**src/rtl/seven_seg_pkg.sv**
```systemverilog
// Shared constants for the 7-segment capture path: the active-low hex glyph table,
// the all-off pattern and the width of a digit index.
package seven_seg_pkg;

    localparam int DIGIT_IDX_W = 3;

    localparam logic [6:0] SEG_BLANK = 7'h7F;

    // Active-low {g..a} glyphs for nibbles 0..F; index equals the decoded value.
    localparam logic [6:0] SEG_HEX [0:15] = '{
        7'h40, 7'h79, 7'h24, 7'h30, 7'h19, 7'h12, 7'h02, 7'h78,
        7'h00, 7'h18, 7'h08, 7'h03, 7'h46, 7'h21, 7'h06, 7'h0E
    };

endpackage

```
**src/rtl/seg_pattern_decode.sv**
```systemverilog
// Combinational lookup of one normalised active-low segment pattern back to a hex nibble,
// flagging the all-off pattern separately from table hits.
module seg_pattern_decode
    import seven_seg_pkg::*;
(
    input  logic [6:0] seg_n,
    output logic       hit,
    output logic       is_blank,
    output logic [3:0] nibble
);

    always_comb begin
        // NOTE: every output gets a default before the search so no path leaves one unassigned (no latch).
        hit      = 1'b0;
        nibble   = 4'h0;
        is_blank = (seg_n == SEG_BLANK);
        for (int k = 0; k < 16; k++) begin
            if (seg_n == SEG_HEX[k]) begin
                hit    = 1'b1;
                nibble = 4'(k);
            end
        end
    end

endmodule

```
**src/rtl/seven_segment_capture.sv**
```systemverilog
// Receive side of a multiplexed 7-segment bus: waits for a strobed pattern to stay stable,
// then commits its decoded nibble and status into that digit's readback slot.
module seven_segment_capture
    import seven_seg_pkg::*;
#(
    parameter int DIGITS        = 8,
    parameter int STABLE_CYCLES = 4,
    parameter bit ACTIVE_LOW    = 1'b1
)
(
    input  logic                   clk,
    input  logic                   rst,
    input  logic [6:0]             seg_in,
    input  logic [DIGITS-1:0]      dig_en,
    output logic [4*DIGITS-1:0]    value,
    output logic [DIGITS-1:0]      blank,
    output logic [DIGITS-1:0]      invalid,
    output logic                   update,
    output logic [DIGIT_IDX_W-1:0] upd_idx,
    output logic                   err_multi
);

    localparam int CNT_W = $clog2(STABLE_CYCLES + 1);
    localparam int SW    = 1 + DIGITS + 7;

    logic [6:0]             seg_n;
    logic                   ok;
    logic                   multi;
    logic                   same;
    logic                   commit;
    logic [DIGIT_IDX_W-1:0] idx;
    logic [SW-1:0]          s_q;
    logic [CNT_W-1:0]       cnt_q;
    logic [DIGITS-1:0][3:0] value_q;

    logic                   dec_hit;
    logic                   dec_blank;
    logic [3:0]             dec_nibble;

    seg_pattern_decode u_decode (
        .seg_n    (seg_n),
        .hit      (dec_hit),
        .is_blank (dec_blank),
        .nibble   (dec_nibble)
    );

    always_comb begin
        seg_n  = ACTIVE_LOW ? seg_in : ~seg_in;
        ok     = $onehot(dig_en);
        multi  = (dig_en != '0) && !ok;
        same   = ({ok, dig_en, seg_n} == s_q);
        commit = ok && same && (cnt_q == CNT_W'(STABLE_CYCLES - 1));
        idx    = '0;
        for (int i = 0; i < DIGITS; i++) begin
            if (dig_en[i]) idx = DIGIT_IDX_W'(i);
        end
    end

    // Saturation at STABLE_CYCLES is what limits a held pattern to a single commit.
    always_ff @(posedge clk) begin
        // NOTE: state registers use non-blocking assignments so all of them see pre-edge values.
        if (rst) begin
            // NOTE: the per-digit readback registers are reset too, so software sees defined values.
            s_q       <= '0;
            cnt_q     <= '0;
            value_q   <= '0;
            blank     <= '1;
            invalid   <= '0;
            update    <= 1'b0;
            upd_idx   <= '0;
            err_multi <= 1'b0;
        end else begin
            s_q       <= {ok, dig_en, seg_n};
            err_multi <= multi;
            update    <= commit;

            if (!ok)
                cnt_q <= '0;
            else if (same)
                cnt_q <= (cnt_q == CNT_W'(STABLE_CYCLES)) ? cnt_q : cnt_q + CNT_W'(1);
            else
                cnt_q <= CNT_W'(1);

            if (commit) upd_idx <= idx;

            for (int i = 0; i < DIGITS; i++) begin
                if (commit && dig_en[i]) begin
                    value_q[i] <= dec_hit ? dec_nibble : 4'h0;
                    blank[i]   <= dec_blank;
                    invalid[i] <= !dec_hit && !dec_blank;
                end
            end
        end
    end

    assign value = value_q;

endmodule

```
**config.mk**
```make
export PLATFORM = sky130hd
export DESIGN_NAME = seven_segment_capture
export DESIGN_NICKNAME = d
export VERILOG_FILES = /design/src/rtl/seven_seg_pkg.sv /design/src/rtl/seg_pattern_decode.sv /design/src/rtl/seven_segment_capture.sv
export SDC_FILE = /design/constraint.sdc
export NUM_CORES = 1
export LEC_CHECK = 0
export ABC_AREA = 1
export BUFFER_PORTS_ARGS = -buffer_cell sky130_fd_sc_hd__buf_2
export CORE_ASPECT_RATIO = 0.5
export CORE_UTILIZATION = 45
export CTS_CLUSTER_DIAMETER = 40
export DETAILED_ROUTE_END_ITERATION = 6
export GPL_ROUTABILITY_DRIVEN = 0
export HOLD_SLACK_MARGIN = 0.03
export PLACE_DENSITY = 0.76
export SLEW_MARGIN = 25
export SYNTH_ARGS = -nofsm -noshare
export SYNTH_HDL_FRONTEND = slang
export SYNTH_HIERARCHICAL = 1
export SYNTH_SLANG_ARGS = --single-unit
```
**constraint.sdc**
```tcl
create_clock -name clk -period 10 [get_ports clk]
set_input_delay 2 -clock clk [delete_from_list [all_inputs] [get_ports clk]]
set_output_delay 2 -clock clk [all_outputs]
set_load 0.05 [all_outputs]
```
==> reports/metrics.yaml, run 1 <==
status: "completed"
insertedDiodeCount: 0
synth.cell_area_um2: 4040
cts.path.max_buffers: 2
synth_fp_nets: 627
routedWlPerCell_um: 11.0
drive_gt1_share_pct: 19.1
reg2reg_from: "s_q[13]"
initial_utilization_pct: 46.4
max-cap-violations: 0
rsz0062_at_grt: "no"
htree_num_levels: 3
pin_count: 70
num_rows: 24
worstSetupEndpointType: "flip-flop"
timing.final.setup_violations: 0
post_layout_power_mw: 0.716
grt_pass1_vias: 3204
finalWirelength_um: 8670
cts.repair.resized: 0
hold_buf_count_cts: 0
clkLatencyLatePin_ns: 0.33
vias_per_cell: 4.56
synthesized_area_per_cell_um2: 6.75
final.setup.tns_ns: 0
synth_enable_flop_cells: 0
cp.required_ns: 10.23
netlist.area_leader.share_pct: 35.7
filler_cell_count: 830
clock_power_share_pct: 44.4
peakVddDrop_mv: 0.0817
area.growth.synth_to_final_pct: 16.9
powerDensity_nw_per_um2: 151
grt_pass1_wl_um: 15000
fraction_of_power_consumed_by_combinational_cells_pct: 14.2
die_h_um: 69.0
synth_cell_types: 39
finalNetCount: 693
drtAntennaViolNets: 0
p_int_mw: 0.520
finalCritPeriodShare_pct: 55.9
crit_start: "dig_en[0]"
groute.usage.overall_pct: 20.3
cts.sink_count: 72
report.final.slew_viol_count: 0
grt_max_degree: 52
via_count: 3586
count_of_buffers_added_by_post_cts_timing_repair_for_setup: 0
worst_setup_path_start_kind: "input port"
cts-buffers-inserted: 9
worst_ep_arrival_time_ns: 5.81
post-route-min-period_ns: 5.59
finClkSkew_ns: 0.00616
path_clk_slew_ns: 0.06
netlist_top_cells_area: "sky130_fd_sc_hd__dfxtp_1 (36%), sky130_fd_sc_hd__nand2_1 (16%), sky130_fd_sc_hd__nor2_1 (11%), sky130_fd_sc_hd__inv_1 (9.7%), sky130_fd_sc_hd__nand4_4 (4.2%)"
cts_root_buffer: "sky130_fd_sc_hd__clkbuf_16"
number_of_warning_messages_in_the_yosys_log: 6
p_sw_share_pct: 27.4
grt_remaining_overflow: 0
async_reset_ff_share_pct: 0
synth-seq-cells: 72
post_synth_inst_count: 599
drt_first_iter_violations: 240
max_slew_margin_pct: 65.9
timing_worst_setup_path_type: "input port to flip-flop"
drc_violation_count_after_routing: 0
share_of_power_burned_in_registers_pct: 41.4
synth-seq-area-share_pct: 35.7
p_switching_mw: 0.196
hpwlAfterDp_um: 6380
dieArea_um2: 9390
yosysTopAreaCell: "sky130_fd_sc_hd__dfxtp_1"
floorplan.die.width_um: 136
synth.cells.most_frequent: "sky130_fd_sc_hd__nand2_1 (169), sky130_fd_sc_hd__nor2_1 (117), sky130_fd_sc_hd__inv_1 (104)"
tritoncts: "built"
measured_slew_at_the_worst_slew_check_pin_ns: 0.512
power.static_leakage_nw: 2.65
timing_hold_violations_final: 0
drtPass1Iterations: 4
coreArea_um2: 8710
ys_dominant_reg_cell: "sky130_fd_sc_hd__dfxtp_1"
yosysMostFrequentCell: "sky130_fd_sc_hd__nand2_1"
fmaxAchievable_mhz: 179
critical_path_peak_fanout: 18
buffer_ports.inserted: 69
grt_antenna_before_repair: 0
worst_hold_path_startpoint: "blank[2]"
min_path_type: "flip-flop to flip-flop"
[power by group through the flow]
stage / Combinational, mW / Clock [mW] / Sequential (mW)
2_1_floorplan: 0.0784 / 0 / 0.305
3_3_place_gp: 0.0988 / 0 / 0.302
3_5_place_dp: 0.102 / 0 / 0.302
4_1_cts: 0.102 / 0.326 / 0.296
5_1_grt: 0.115 / 0.337 / 0.297
6_report: 0.102 / 0.318 / 0.296
[through the flow]
stage                     area (um^2)  util (%)  setup slack [ns]  hold WS, ns  std cells
final                            4730      54.3              4.41        0.453        786
after detailed placement         4430      50.9              4.08        0.439        771
after CTS                        4730      54.3              4.42        0.454        786
after global placement           4430      50.9              4.19        0.437        771
after floorplan                  4040         -              4.45        0.460        599
after global routing             4730      54.3              3.97        0.485        786
[worst paths after layout]
path,end,slack [ns],cells after the start
hold reg to reg,blank[2],0.45,2
setup / recovery,upd_idx[1],4.41,18
setup reg to reg,upd_idx[1],8.18,11
hold / removal,blank[2],0.45,2
[critical path, cell delays in order]
cell and delay [ns]:
sky130_fd_sc_hd__buf_2 0.17, sky130_fd_sc_hd__inv_1 0.12, sky130_fd_sc_hd__fa_1 0.56, sky130_fd_sc_hd__fa_1 0.42
sky130_fd_sc_hd__fa_1 0.44, sky130_fd_sc_hd__inv_1 0.07, sky130_fd_sc_hd__ha_1 0.15, sky130_fd_sc_hd__inv_1 0.06
sky130_fd_sc_hd__fa_1 0.48, sky130_fd_sc_hd__nand2_1 0.06, sky130_fd_sc_hd__a21oi_2 0.17, sky130_fd_sc_hd__nand2_4 0.10
sky130_fd_sc_hd__nand2_1 0.07, sky130_fd_sc_hd__nand2_1 0.14, sky130_fd_sc_hd__nor2_4 0.37, sky130_fd_sc_hd__nand2_1 0.19
sky130_fd_sc_hd__o21ai_0 0.19, sky130_fd_sc_hd__nor2_1 0.05
[final cells by class]
class / instances / area [um^2] / share of cell area, %
inverters: 114 / 430 / 9.11
multi-input cells: 397 / 2050 / 43.4
well taps: 117 / 146 / 3.10
flip-flops and latches: 72 / 1440 / 30.5
clock buffers: 10 / 239 / 5.06
clock inverters: 5 / 56.3 / 1.19
repair buffers: 71 / 360 / 7.63
[layout by cell type (no fill, tap or decap), types with 5 or more instances in the layout]
cell,instances
sky130_fd_sc_hd__o21ai_0,7
sky130_fd_sc_hd__nand3_1,21
sky130_fd_sc_hd__nand4_4,8
sky130_fd_sc_hd__ha_1,7
sky130_fd_sc_hd__inv_1,104
sky130_fd_sc_hd__clkbuf_16,9
sky130_fd_sc_hd__nand2_1,169
sky130_fd_sc_hd__inv_2,8
sky130_fd_sc_hd__nand2_2,9
sky130_fd_sc_hd__xnor2_1,5
sky130_fd_sc_hd__nand4_1,20
sky130_fd_sc_hd__buf_2,69
sky130_fd_sc_hd__nor2_1,117
sky130_fd_sc_hd__dfxtp_1,72
[routing by layer]
metal  wire [um]  vias up  part of all wire, %  GRT usage [%]
met5           0        -                    0              0
met1        4390     1584                   51           27.3
met2        3840       67                   44           31.9
met4          68        0                 0.78           5.68
met3         376        6                  4.3           5.45
li1            -     1929                    -              -
[sequential cells by signal (all words and copies together) (netlist names)]
| signal | count |
|---|---|
| s_q | 16 |
| err_multi | 1 |
| invalid | 8 |
| update | 1 |
| blank | 8 |
| cnt_q | 3 |
| upd_idx | 3 |
| value | 32 |
[cells by family (layout without fill, tap and decap cells)]
logic type | after synthesis | count (layout) | share of synthesized area [%]
and+or+nand+nor | 364 | 364 | 42.8
buffers and inverters | 130 | 200 | 13.6
DFF | 72 | 72 | 35.7
AOI/OAI and AO/OA | 16 | 16 | 2.48
adders and majority gates | 11 | 11 | 4.15
xor gates and xnor gates | 6 | 6 | 1.30
(Power assumes the default switching activity.)
==> run 2: changes to the inputs <==
Settings changed: PLACE_DENSITY 0.76 to 0.79.
Clock period 10 ns to 5.1 ns, I/O delays scaled along.
==> reports/metrics.yaml, run 2 (same netlist as run 1, synthesis figures left out) <==
report.final.slew_viol_count: 0
area.growth.synth_to_final_pct: 18.0
worstSetupEndpointType: "flip-flop"
layout_common_cells: "sky130_fd_sc_hd__nand2_1 (169), sky130_fd_sc_hd__nor2_1 (117), sky130_fd_sc_hd__inv_1 (104), sky130_fd_sc_hd__dfxtp_1 (72), sky130_fd_sc_hd__buf_2 (69)"
worst_hold_path_startpoint: "blank[7]"
tritoncts: "built"
pin_count: 70
htree_num_levels: 3
groute.usage.overall_pct: 20.3
vias_per_cell: 4.78
drive_gt1_share_pct: 19.5
final.setup.tns_ns: 0
power.static_leakage_nw: 2.67
post-route-min-period_ns: 4.59
status: "completed"
grt_pass1_vias: 3285
timing_hold_violations_final: 0
slowest_stage: "sky130_fd_sc_hd__fa_1"
finalCritPeriodShare_pct: 90.0
cts.repair.resized: 0
most_frequent_standard_cell_in_the_layout_excluding_fill_and_tap_cells: "sky130_fd_sc_hd__nand2_1"
measured_slew_at_the_worst_slew_check_pin_ns: 0.489
drtAntennaViolNets: 0
clkLatencyLatePin_ns: 0.34
routedWlPerCell_um: 11.7
fmaxAchievable_mhz: 218
dieArea_um2: 9390
critPathMaxStageDelay_ns: 0.53
rsz0062_at_grt: "no"
die_h_um: 69.0
initial_utilization_pct: 46.4
cts.path.max_buffers: 2
drc_violation_count_after_routing: 0
grt_antenna_before_repair: 0
cts-buffers-inserted: 9
number_of_flip_flops_under_the_largest_register_name: 32
hold_buf_count_cts: 0
crit_chain: "buf_2 > inv_1 > fa_1 > fa_1 > fa_1 > inv_1 > ha_1 > inv_1 > fa_1 > nand2_1 > a21oi_2 > nand2_4 > nand2_1 > nand2_1 > inv_4 > nand4_4 > nand2_1 > nand2_1 > nor2_1"
via_count: 3775
crit_path_frequent_cell: "sky130_fd_sc_hd__nand2_1"
cts_root_buffer: "sky130_fd_sc_hd__clkbuf_16"
timing.final.setup_violations: 0
worst_ep_arrival_time_ns: 4.86
finalNetCount: 695
finClkSkew_ns: 0.00393
timing_worst_setup_path_type: "input port to flip-flop"
finalWirelength_um: 9190
drtPass1Iterations: 7
cp.required_ns: 5.37
cts.sink_count: 72
num_rows: 24
drt_first_iter_violations: 268
critical_path_peak_fanout: 10
floorplan.die.width_um: 136
insertedDiodeCount: 0
powerDensity_nw_per_um2: 307
min_path_type: "flip-flop to flip-flop"
max-cap-violations: 0
count_of_buffers_added_by_post_cts_timing_repair_for_setup: 0
reg2reg_from: "cnt_q[0]"
path_clk_slew_ns: 0.06
coreArea_um2: 8710
hpwlAfterDp_um: 6590
grt_pass1_wl_um: 15000
max_slew_margin_pct: 67.4
grt_remaining_overflow: 0
peakVddDrop_mv: 0.154
filler_cell_count: 829
worst_setup_path_start_kind: "input port"
crit_start: "dig_en[1]"
place_inst: 773
finish.cell_count_without_fillers: 789
grt_max_degree: 49
buffer_ports.inserted: 69
==> run 2: cell count changes in the layout (fill, tap and decap cells not counted), sizes merged <==
cell | previous run | this run
clkbuf | 10 | 9
bufinv | 1 | 2
clkinvlp | 1 | 3
inv | 114 | 113
buf | 71 | 73
==> run 2: path summary, 6_finish.rpt <==
path                to  slack [ns]  depth (start not counted)
max reg2reg  value[30]        3.31                          8
min           blank[7]        0.45                          2
max          value[30]        0.51                         19
min reg2reg   blank[7]        0.45                          2
==> run 2: critical path, delay by kind of cell <==
kind / cells / cell delay, ns
and+or+nand+nor: 8 / 0.89
AOI/OAI and AO/OA: 1 / 0.18
adders and majority gates: 5 / 2.10
buffers and inverters: 5 / 0.68
==> run 2: report_power, final <==
part | switching, mW | internal, mW | total, mW
clock network | 0.250 | 0.428 | 0.677
registers | 0.00686 | 0.574 | 0.581
logic | 0.148 | 0.0565 | 0.205
==> run 2: stage by stage <==
stage / hold WS, ns / util, % / setup WS, ns / total power [mW] / instance area, um^2
after floorplan: 0.460 / - / 0.527 / 0.752 / 4040
after global placement: 0.438 / 51.0 / 0.375 / 0.787 / 4450
after detailed placement: 0.442 / 51.0 / 0.247 / 0.795 / 4450
after CTS: 0.457 / 54.7 / 0.539 / 1.47 / 4770
after global routing: 0.478 / 54.7 / 0.257 / 1.51 / 4770
final: 0.451 / 54.7 / 0.508 / 1.46 / 4770
==> run 2: cell type report <==
| class | count | area, um^2 | area share (%) |
|---|---|---|---|
| Timing Repair Buffer | 73 | 375 | 7.87 |
| Inverter | 114 | 430 | 9.03 |
| Multi-Input combinational cell | 397 | 2050 | 43.0 |
| Sequential cell | 72 | 1440 | 30.2 |
| Clock inverter | 7 | 96.3 | 2.02 |
| Tap cell | 117 | 146 | 3.07 |
| Clock buffer | 9 | 225 | 4.72 |
==> run 2: routing by layer <==
layer	vias up	track usage (%)	routed length, um
met4	0	8.89	173
met3	19	5.00	517
met1	1719	25.4	4270
met2	108	33.1	4240
met5	-	0	0
li1	1929	-	-
